--- src/rtl/shifter_arbiter.sv ---
// shifter_arbiter: round-robin sharing of one barrel shifter between
// the ALU operand-2 path (0) and the LSU address-offset path (1).
module shifter_arbiter #(
  parameter int WIDTH   = 32,
  parameter int AMT_W   = 6,
  parameter int RR_INIT = 0
) (
  input  logic               clk,
  input  logic               rst_n,
  input  logic [1:0]         req_valid,
  output logic [1:0]         req_ready,
  input  logic [2*WIDTH-1:0] req_in,
  input  logic [5:0]         req_op,
  input  logic [2*AMT_W-1:0] req_amt,
  input  logic [1:0]         req_cin,
  output logic [WIDTH-1:0]   sh_in,
  output logic [2:0]         sh_op,
  output logic [AMT_W-1:0]   sh_amt,
  output logic               sh_cin,
  input  logic [WIDTH-1:0]   sh_out,
  input  logic               sh_cout,
  output logic [1:0]         rsp_valid,
  input  logic [1:0]         rsp_ready,
  output logic [2*WIDTH-1:0] rsp_data,
  output logic [1:0]         rsp_cout,
  output logic               busy
);

  typedef enum logic {
    EMPTY = 1'b0,
    FULL  = 1'b1
  } buf_st_t;

  buf_st_t    st_q [2];
  logic       ptr_q;
  logic       sel;
  logic [1:0] elig;
  logic [1:0] gnt;

  // a full buffer that is draining this cycle can take a new result
  assign elig = req_valid & (~rsp_valid | rsp_ready);

  always_comb begin
    gnt = 2'b00;
    sel = ptr_q;
    unique case (elig)
      2'b11: begin
        sel = ptr_q;
        gnt = ptr_q ? 2'b10 : 2'b01;
      end
      2'b01: begin
        sel = 1'b0;
        gnt = 2'b01;
      end
      2'b10: begin
        sel = 1'b1;
        gnt = 2'b10;
      end
      default: begin
        sel = ptr_q;
        gnt = 2'b00;
      end
    endcase
  end

  assign req_ready = gnt;

  assign sh_in  = sel ? req_in[2*WIDTH-1:WIDTH]
                      : req_in[WIDTH-1:0];
  assign sh_op  = sel ? req_op[5:3] : req_op[2:0];
  assign sh_amt = sel ? req_amt[2*AMT_W-1:AMT_W]
                      : req_amt[AMT_W-1:0];
  assign sh_cin = sel ? req_cin[1] : req_cin[0];

  always_ff @(posedge clk or negedge rst_n) begin
    if (!rst_n) begin
      ptr_q <= 1'(RR_INIT);
    end else if (|gnt) begin
      ptr_q <= ~sel;
    end
  end

  always_ff @(posedge clk or negedge rst_n) begin
    if (!rst_n) begin
      for (int i = 0; i < 2; i++) begin
        st_q[i] <= EMPTY;
      end
      rsp_data <= '0;
      rsp_cout <= '0;
    end else begin
      for (int i = 0; i < 2; i++) begin
        if (gnt[i]) begin
          rsp_data[i*WIDTH +: WIDTH] <= sh_out;
          rsp_cout[i]                <= sh_cout;
        end
        unique case (st_q[i])
          EMPTY: begin
            if (gnt[i]) st_q[i] <= FULL;
          end
          FULL: begin
            if (rsp_ready[i] && !gnt[i]) st_q[i] <= EMPTY;
          end
          default: st_q[i] <= EMPTY;
        endcase
      end
    end
  end

  always_comb begin
    rsp_valid = 2'b00;
    for (int i = 0; i < 2; i++) begin
      rsp_valid[i] = (st_q[i] == FULL);
    end
  end

  assign busy = |rsp_valid;

endmodule

--- config.mk ---
export PLATFORM = sky130hd
export DESIGN_NAME = shifter_arbiter
export DESIGN_NICKNAME = d
export VERILOG_FILES = /design/src/rtl/shifter_arbiter.sv
export SDC_FILE = /design/constraint.sdc
export NUM_CORES = 1
export LEC_CHECK = 0
export BUFFER_PORTS_ARGS = -buffer_cell sky130_fd_sc_hd__buf_2
export CORE_AREA = 2 2 91 93
export CTS_BUF_LIST = sky130_fd_sc_hd__clkbuf_8
export DETAILED_ROUTE_END_ITERATION = 10
export DIE_AREA = 0 0 93 95
export PLACE_DENSITY = 0.82
export SLEW_MARGIN = 0
export SYNTH_ARGS = -nofsm -noshare
export SYNTH_HDL_FRONTEND = slang
export SYNTH_SLANG_ARGS = --single-unit
--- constraint.sdc ---
create_clock -name clk -period 8.95 [get_ports clk]
set_input_delay 1.79 -clock clk [delete_from_list [all_inputs] [get_ports clk]]
set_output_delay 1.79 -clock clk [all_outputs]
set_load 0.005 [all_outputs]
Word level (Yosys, flattened, before mapping)
Cells that the tools add are included.
W data, S select, Z words.
{"block": "totals", "reg_bits": 69, "in_bits": 123, "out_inout_bits": 113}
{"block": "classes", "eq_ne": 3, "mux": 13, "bitwise": 6, "n_reduce_logical": 6}
{"op": "$mux W32", "count": 1}
{"op": "$mux W6", "count": 1}
{"op": "$pmux W1 S2", "count": 3}
{"op": "$pmux W2 S3", "count": 1}
{"op": "$mux W1", "count": 5}
{"op": "$eq A2 B2 Y1 const B", "count": 2}
{"op": "$reduce_or A2 Y1", "count": 2}
{"op": "$mux W3", "count": 1}
{"op": "$not A1 Y1", "count": 3}
{"op": "$and A2 B2 Y2", "count": 1}
{"op": "$eq A2 B1 Y1 const B", "count": 1}
{"op": "$logic_and A1 B1 Y1", "count": 2}
{"op": "$logic_not A1 Y1", "count": 2}
{"op": "$mux W2", "count": 1}
{"op": "$not A2 Y2", "count": 1}
{"op": "$or A2 B2 Y2", "count": 1}

Logic depth before layout (Yosys ltp)
Gate-level depths: netlist (run 1).
{"block": "logic_depth", "word_depth": 9, "depth_mapped": 8, "mapped_depth_nobuf": 7}

Worst setup path before layout (run 1)
No wires, ideal clock.
{"block": "synth_timing", "path_type": "input -> output", "startpoint": "input port rsp_ready[0]", "endpoint": "output port sh_in[11]", "arrival_ns": 3.506, "required_time_ns": 7.160, "path_slack_ns": 3.654, "cell_stages": 7, "cell_sequence": "nand2b_4 -> and2_4 -> buf_8 -> ha_1 -> mux2i_1 -> buf_2 -> mux2_2"}
{"block": "synth_via", "elab_chain_cells": 5, "elab_cells_between_ends": 6}
{"item": "from (decl)", "line": "23", "source": "input logic [1:0] rsp_ready,"}
{"item": "$or A2 B2 Y2 (*)", "line": "41", "source": "assign elig = req_valid & (~rsp_valid | rsp_ready);"}
{"item": "$and A2 B2 Y2 (*)", "line": "41"}
{"item": "$eq A2 B2 Y1 / $eq A2 B1 Y1 (equally long branches)", "line": "46", "source": "unique case (elig)"}
{"item": "$pmux W1 S2 (*)", "line": "46"}
{"item": "$mux W32 (*)", "line": "68", "source": "assign sh_in = sel ? req_in[2*WIDTH-1:WIDTH]"}
{"item": "to (decl)", "line": "16", "source": "output logic [WIDTH-1:0] sh_in,"}
Mark *: on every way between the ends. The rest lies on a longest branch, timed or not.

Final worst setup path (run 1)
{"block": "layout_timing", "startpoint": "input port rsp_ready[1]", "endpoint": "output port sh_in[4]"}
Same word-level chain as after synthesis.

==> results of run 1 <==
==> synthesized netlist by cell type <==
library cell / count
buf_6: 3
and2_4: 1
buf_2: 4
dfrtp_1: 69
nand4_1: 1
mux2i_1: 2
inv_1: 1
inv_4: 1
mux2_1: 12
mux2_2: 69
nand2_2: 1
o21ai_4: 1
nand2b_4: 1
nand3b_1: 1
mux2_4: 28
nand2b_1: 4
or2_2: 1
buf_8: 1
buf_12: 3
ha_1: 2
mux2i_4: 1
==> critical path, delay by kind of cell <==
kind	cells	cell delay, ps
buf+inv	4	760
mux	2	630
fa+ha+maj	1	340
simple gates	2	330
==> final timing paths <==
kind	start	endpoint	slack, ps	depth (start not counted)
min reg2reg	rsp_data[47]	rsp_data[47]	500	1
min	rsp_data[47]	rsp_data[47]	500	1
max	rsp_ready[1]	sh_in[4]	3290	9
max reg2reg	rsp_valid[1]	rsp_data[11]	6670	8
max in group asynchronous	rst_n	rsp_valid[1]	6520	2
min in group asynchronous	rst_n	rsp_data[47]	1460	1
==> power by group <==
group,internal (mW),leakage [nW],total (mW),switching [mW]
combinational,0.286,1.55,0.473,0.187
clock,0.156,0.111,0.273,0.117
sequential,0.408,0.806,0.463,0.0542
==> layout by cell type, fill, tap and decap left out <==
cell        count
o21ai_4         1
dfrtp_1        69
clkbuf_8        9
mux2_1         12
clkinvlp_4      1
nand2_2         1
mux2i_4         2
inv_1           2
nand2b_1        4
or2_2           1
inv_6           1
nand4_1         1
mux2i_1         1
nand3b_1        1
mux2_2         69
and2_4          1
buf_4           4
inv_4           1
nand2b_4        1
buf_2         235
bufinv_16       2
mux2_4         28
ha_1            2
clkinv_2        2
==> per-layer routing <==
metal	global-route usage [%]	vias up	part of all wire, %
met5	0	-	0
met1	23.6	1316	39
met3	4.95	11	7.5
met2	37.0	146	52
met4	6.37	0	1.1
li1	-	1217	-
==> cells by family after synthesis <==
group	after synthesis	synth area share [%]
muxes	112	41.0
AOI/OAI and AO/OA	1	0.485
DFF	69	51.5
adders and majority gates	2	0.746
and+or+nand+nor	10	2.20
buffers and inverters	13	4.14
==> layout make-up <==
type,count,area (um^2)
Fill cell,652,3140
Tap cell,105,131
Clock buffer,9,124
Sequential cell,69,1730
Inverter,2,10.0
Timing Repair Buffer,239,1210
Clock inverter,7,90.1
Multi-Input combinational cell,125,1500
==> state kept, by name (all words and copies together), names as in the netlist <==
name	flops
rsp_data	64
rsp_cout	2
rsp_valid	2
ptr_q	1
==> stage by stage <==
step	utilization, %	setup WS [ps]	hold WS, ps
floorplan	-	3650	483
global placement	57.7	3320	472
detailed placement	57.7	3270	486
CTS	60.4	3260	504
global route	60.4	3150	522
finish	60.4	3290	501
==> impl_results.md, run 1 <==
- DP Area: 4580 um^2
- PD cells: 252 nW/um^2
- DR iter-0 viols: 56
- CTS Buf Count: 9
- Clk sinks: 69
- Final Cell Area: 4790 um^2
- Area leader, netlist: dfrtp_1
- CTS tree: built
- Area Growth Syn to Fin: 42.8%
- Max VDD drop: 0.0776 mV
- Post-Syn Area: 3360 um^2
- CP Capture Type: primary output
- Crit-path most repeated cell: buf_2
- Setup TNS: 0 ps
- Via count: 2690
- Hold Crit Class: register to register
- Die width: 93 um
- # IOs: 236
- H-tree levels: 3
- PortBufs: 235
- Dpl hpwl: 7160 um
- CP Data Required Time: 7160 ps
- Critical Setup Path Class: input port to primary output
- Setup bufs post-CTS: 0
- Initial antenna violation count: 0
- CTS Hold Buffers Added: 0
- Maxcap violations: 0
- Worst-path fanout max: 42
- Count of endpoints failing setup in the final report: 0
- Placed insts: 540
- DRT Pass-1 Iters: 4
- Antenna Nets Post-Route: 0
- Tmin final: 5660 ps
- Synthesized net count: 332
- Final cell count without fillers: 556
- Main area contributors after synthesis: dfrtp_1 (51%), mux2_2 (23%), mux2_4 (13%)
- Antenna diode count: 0
- Part of the cycle the worst path needs: 63.3%
- First-pass GRT wire length: 13700 um
- Critical Path Start Type: input port
- Synth unique cells: 21
- Core area: 7930 um^2
- Share of layout cells above drive strength 1: 79.6%
- #FFs+latches synth: 69
- Synth top area share: 51.5%
- Placer Congestion: 0.756
- Total wire length: 9080 um
- Initial Utilization: 42.3%
- CP max stage delay: 440 ps
- Total track usage: 20.3%
- CP Data Arrival Time: 3870 ps
- Critical Path, Cell by Cell: buf_2 -> nand2b_1 -> nand2_2 -> inv_1 -> ha_1 -> mux2i_4 -> buf_4 -> mux2_2 -> buf_2
- Cells after synthesis: 207
- Mean Syn Cell Area: 16.2 um^2
- DRC violations left: 0
- Critical path's slowest cell: buf_4
- RSZ-0062 raised after global routing: no
- Clock slew at reported path FFs: 80 ps
- Skew-Pair Late Insertion Delay: 340 ps
- Clock root buffer: clkbuf_8
- Die area: 8840 um^2
- Post-cts resize count: 0
- Yosys warning total: 0
- Vias in the first global route: 2741
- Largest net degree at the start of global routing: 44
- Cell Rows: 33
- Final number of hold-violating endpoints: 0
- Final Slew Violations: 0
- Worst-margin pin slew: 622 ps
- Nets: 571
- Bufs on Longest Clock Path: 2
- Vias per cell: 4.84
- Slew HR: 58.6%
- Clk_skew: 12.1 ps
- Outcome: finished clean
- Remaining Overflow, GRT: 0
- Chip height: 95 um
- P_leak: 2.47 nW
- DR WL/cell: 16.3 um
- F_max: 0.177 GHz
- Sequential element share of the synthesized area: 51.5%
- Total power: 1.21 mW
(Power assumes the default switching activity.)
==> run 2, diff against run 1 <==
- CORE_AREA: 2 2 91 93 -> unset
- CORE_MARGIN: unset -> 1.5
- CORE_UTILIZATION: unset -> 38
- DIE_AREA: 0 0 93 95 -> unset
- PLACE_DENSITY: 0.82 -> 0.77
- clock period: 8.95 -> 4.8 ns (I/O delays scaled with it)
==> impl_results.md, run 2 (synthesis gave the netlist of run 1 again) <==
- CTS Hold Buffers Added: 0 (unchanged)
- Crit-path most repeated cell: buf_2
- Die area: 9400 um^2 (+6.4%)
- Commonest non-fill, non-tap cell in the layout: buf_2
- CP Data Arrival Time: 3050 ps (-820 ps)
- Vias in the first global route: 2734 (-0.26%)
- Total power: 2.21 mW (+83%)
- Worst setup slack after placement: 757 ps (-2510 ps)
- First-pass GRT wire length: 14000 um (+2.2%)
- Bufs on Longest Clock Path: 2 (unchanged)
- Routed wl met2: 4660 um (-1.9%)
- Max VDD drop: 0.165 mV (+110%)
- PD cells: 462 nW/um^2 (+83%)
- Wire length on met3: 635 um (-7.3%)
- Clock slew at reported path FFs: 80 ps (about the same)
- Area Growth Syn to Fin: 42.4%
- Initial Utilization: 38.9% (-3.5 points)
- Total track usage: 19.0% (-1.3 points)
- Final core utilization: 55.3% (-5.1 points)
- Critical path's slowest cell: buf_4
- Final number of hold-violating endpoints: 0 (unchanged)
- DR WL/cell: 15.9 um (-2.6%)
- DR iter-0 viols: 58 (+3.6%)
- CP Data Required Time: 3840 ps (-3320 ps)
- Placed insts: 543 (+0.56%)
- Worst-path fanout max: 42 (unchanged)
- Top reg by flops: rsp_data
- P_leak: 2.46 nW (-0.45%)
- F_max: 0.249 GHz
- Outcome: finished clean
- CTS Buf Count: 9 (unchanged)
- Skew-Pair Late Insertion Delay: 340 ps (about the same)
- PortBufs: 235 (unchanged)
- Core area: 8640 um^2 (+8.9%)
- DRC violations left: 0 (unchanged)
- Cell Rows: 34 (+3.0%)
- Highest metal used: met4
- Largest net degree at the start of global routing: 70 (+59%)
- Worst-margin pin slew: 861 ps (+240 ps)
- Commonest non-fill, non-tap cells in the layout: buf_2 (235), mux2_2 (69), dfrtp_1 (69), mux2_4 (28), mux2_1 (12)
- Antenna diode count: 0 (unchanged)
- Final Cell Area: 4780 um^2 (-0.26%)
- Post-cts resize count: 0 (unchanged)
- Clk_skew: 8.58 ps (-3.47 ps)
- Vias per cell: 4.68 (-3.3%)
- Die width: 97.0 um (+4.3%)
- Placer Congestion: 0.797 (+5.5%)
- CP Capture Type: primary output
- RSZ-0062 raised after global routing: no
- Critical Path, Cell by Cell: buf_2 -> nand2b_1 -> nand2_2 -> inv_1 -> ha_1 -> mux2i_4 -> buf_4 -> mux2_2 -> buf_2
- Setup ws final: 789 ps (-2500 ps)
- Clock root buffer: clkbuf_8
- Clk sinks: 69 (unchanged)
- Critical Setup Path Class: input port to primary output
- H-tree levels: 3 (unchanged)
- Dpl hpwl: 7040 um (-1.7%)
- Total wire length: 8890 um (-2.1%)
- Chip height: 97.0 um (+2.1%)
- # IOs: 236 (unchanged)
- Max reg flops: 64 (unchanged)
- Setup bufs post-CTS: 0 (unchanged)
- Via count: 2616 (-2.8%)
- Setup TNS: 0 ps (unchanged)
- CP max stage delay: 450 ps (about the same)
- Fill count: 755 (+16%)
- CTS tree: built
- DP Area: 4580 um^2 (about the same)
- Remaining Overflow, GRT: 0 (unchanged)
- Nets: 571 (unchanged)
- Part of the cycle the worst path needs: 83.6%
- Final Slew Violations: 0 (unchanged)
- Tmin final: 4010 ps
- Critical Path Start Type: input port
- Final cell count without fillers: 559 (+0.54%)
- DRT Pass-1 Iters: 4 (unchanged)
- Met1 WL: 3540 um (-0.25%)
- Slew HR: 42.6% (-16 points)
- Antenna Nets Post-Route: 0 (unchanged)
- Maxcap violations: 0 (unchanged)
- Share of layout cells above drive strength 1: 79.8% (+0.22 points)
- Initial antenna violation count: 0 (unchanged)
- Hold Crit Class: register to register
- Count of endpoints failing setup in the final report: 0 (unchanged)
- Hold slack: 485 ps (-16.0 ps)
-- run 2: report_power, final --
part / internal (mW) / switching [mW] / total, mW
combinational: 0.534 / 0.353 / 0.887
sequential: 0.761 / 0.0972 / 0.858
clock: 0.241 / 0.223 / 0.465
total: 1.54 / 0.673 / 2.21
-- run 2: cell type report --
class	instances	area (um^2)	share of cell area [%]
Clock buffer	9	124	2.59
Multi-Input combinational cell	125	1500	31.4
Inverter	2	10.0	0.209
Sequential cell	69	1730	36.1
Timing Repair Buffer	239	1210	25.2
Tap cell	108	135	2.83
Clock inverter	7	73.8	1.54
-- run 2: worst max-delay path, delay by kind of cell --
kind / cells / cell delay [ps]
buffers and inverters: 4 / 780
muxes: 2 / 640
adders and majority gates: 1 / 330
and+or+nand+nor: 2 / 320
-- run 2: layer usage --
metal  GRT usage, %  vias up
li1               -     1214
met1           21.7     1261
met2           34.5      136
met3           5.56        5
met4           5.35        0
met5              0        -
-- run 2: path summary, 6_finish.rpt --
path                              start           end  slack, ps  cells after the start
max                        rsp_ready[1]      sh_in[1]        790                      9
min                        rsp_data[47]  rsp_data[47]        480                      1
max reg2reg                rsp_valid[1]   rsp_data[8]       2510                      8
min reg2reg                rsp_data[47]  rsp_data[47]        480                      1
max in group asynchronous         rst_n         ptr_q       3430                      2
min in group asynchronous         rst_n  rsp_data[17]        810                      2
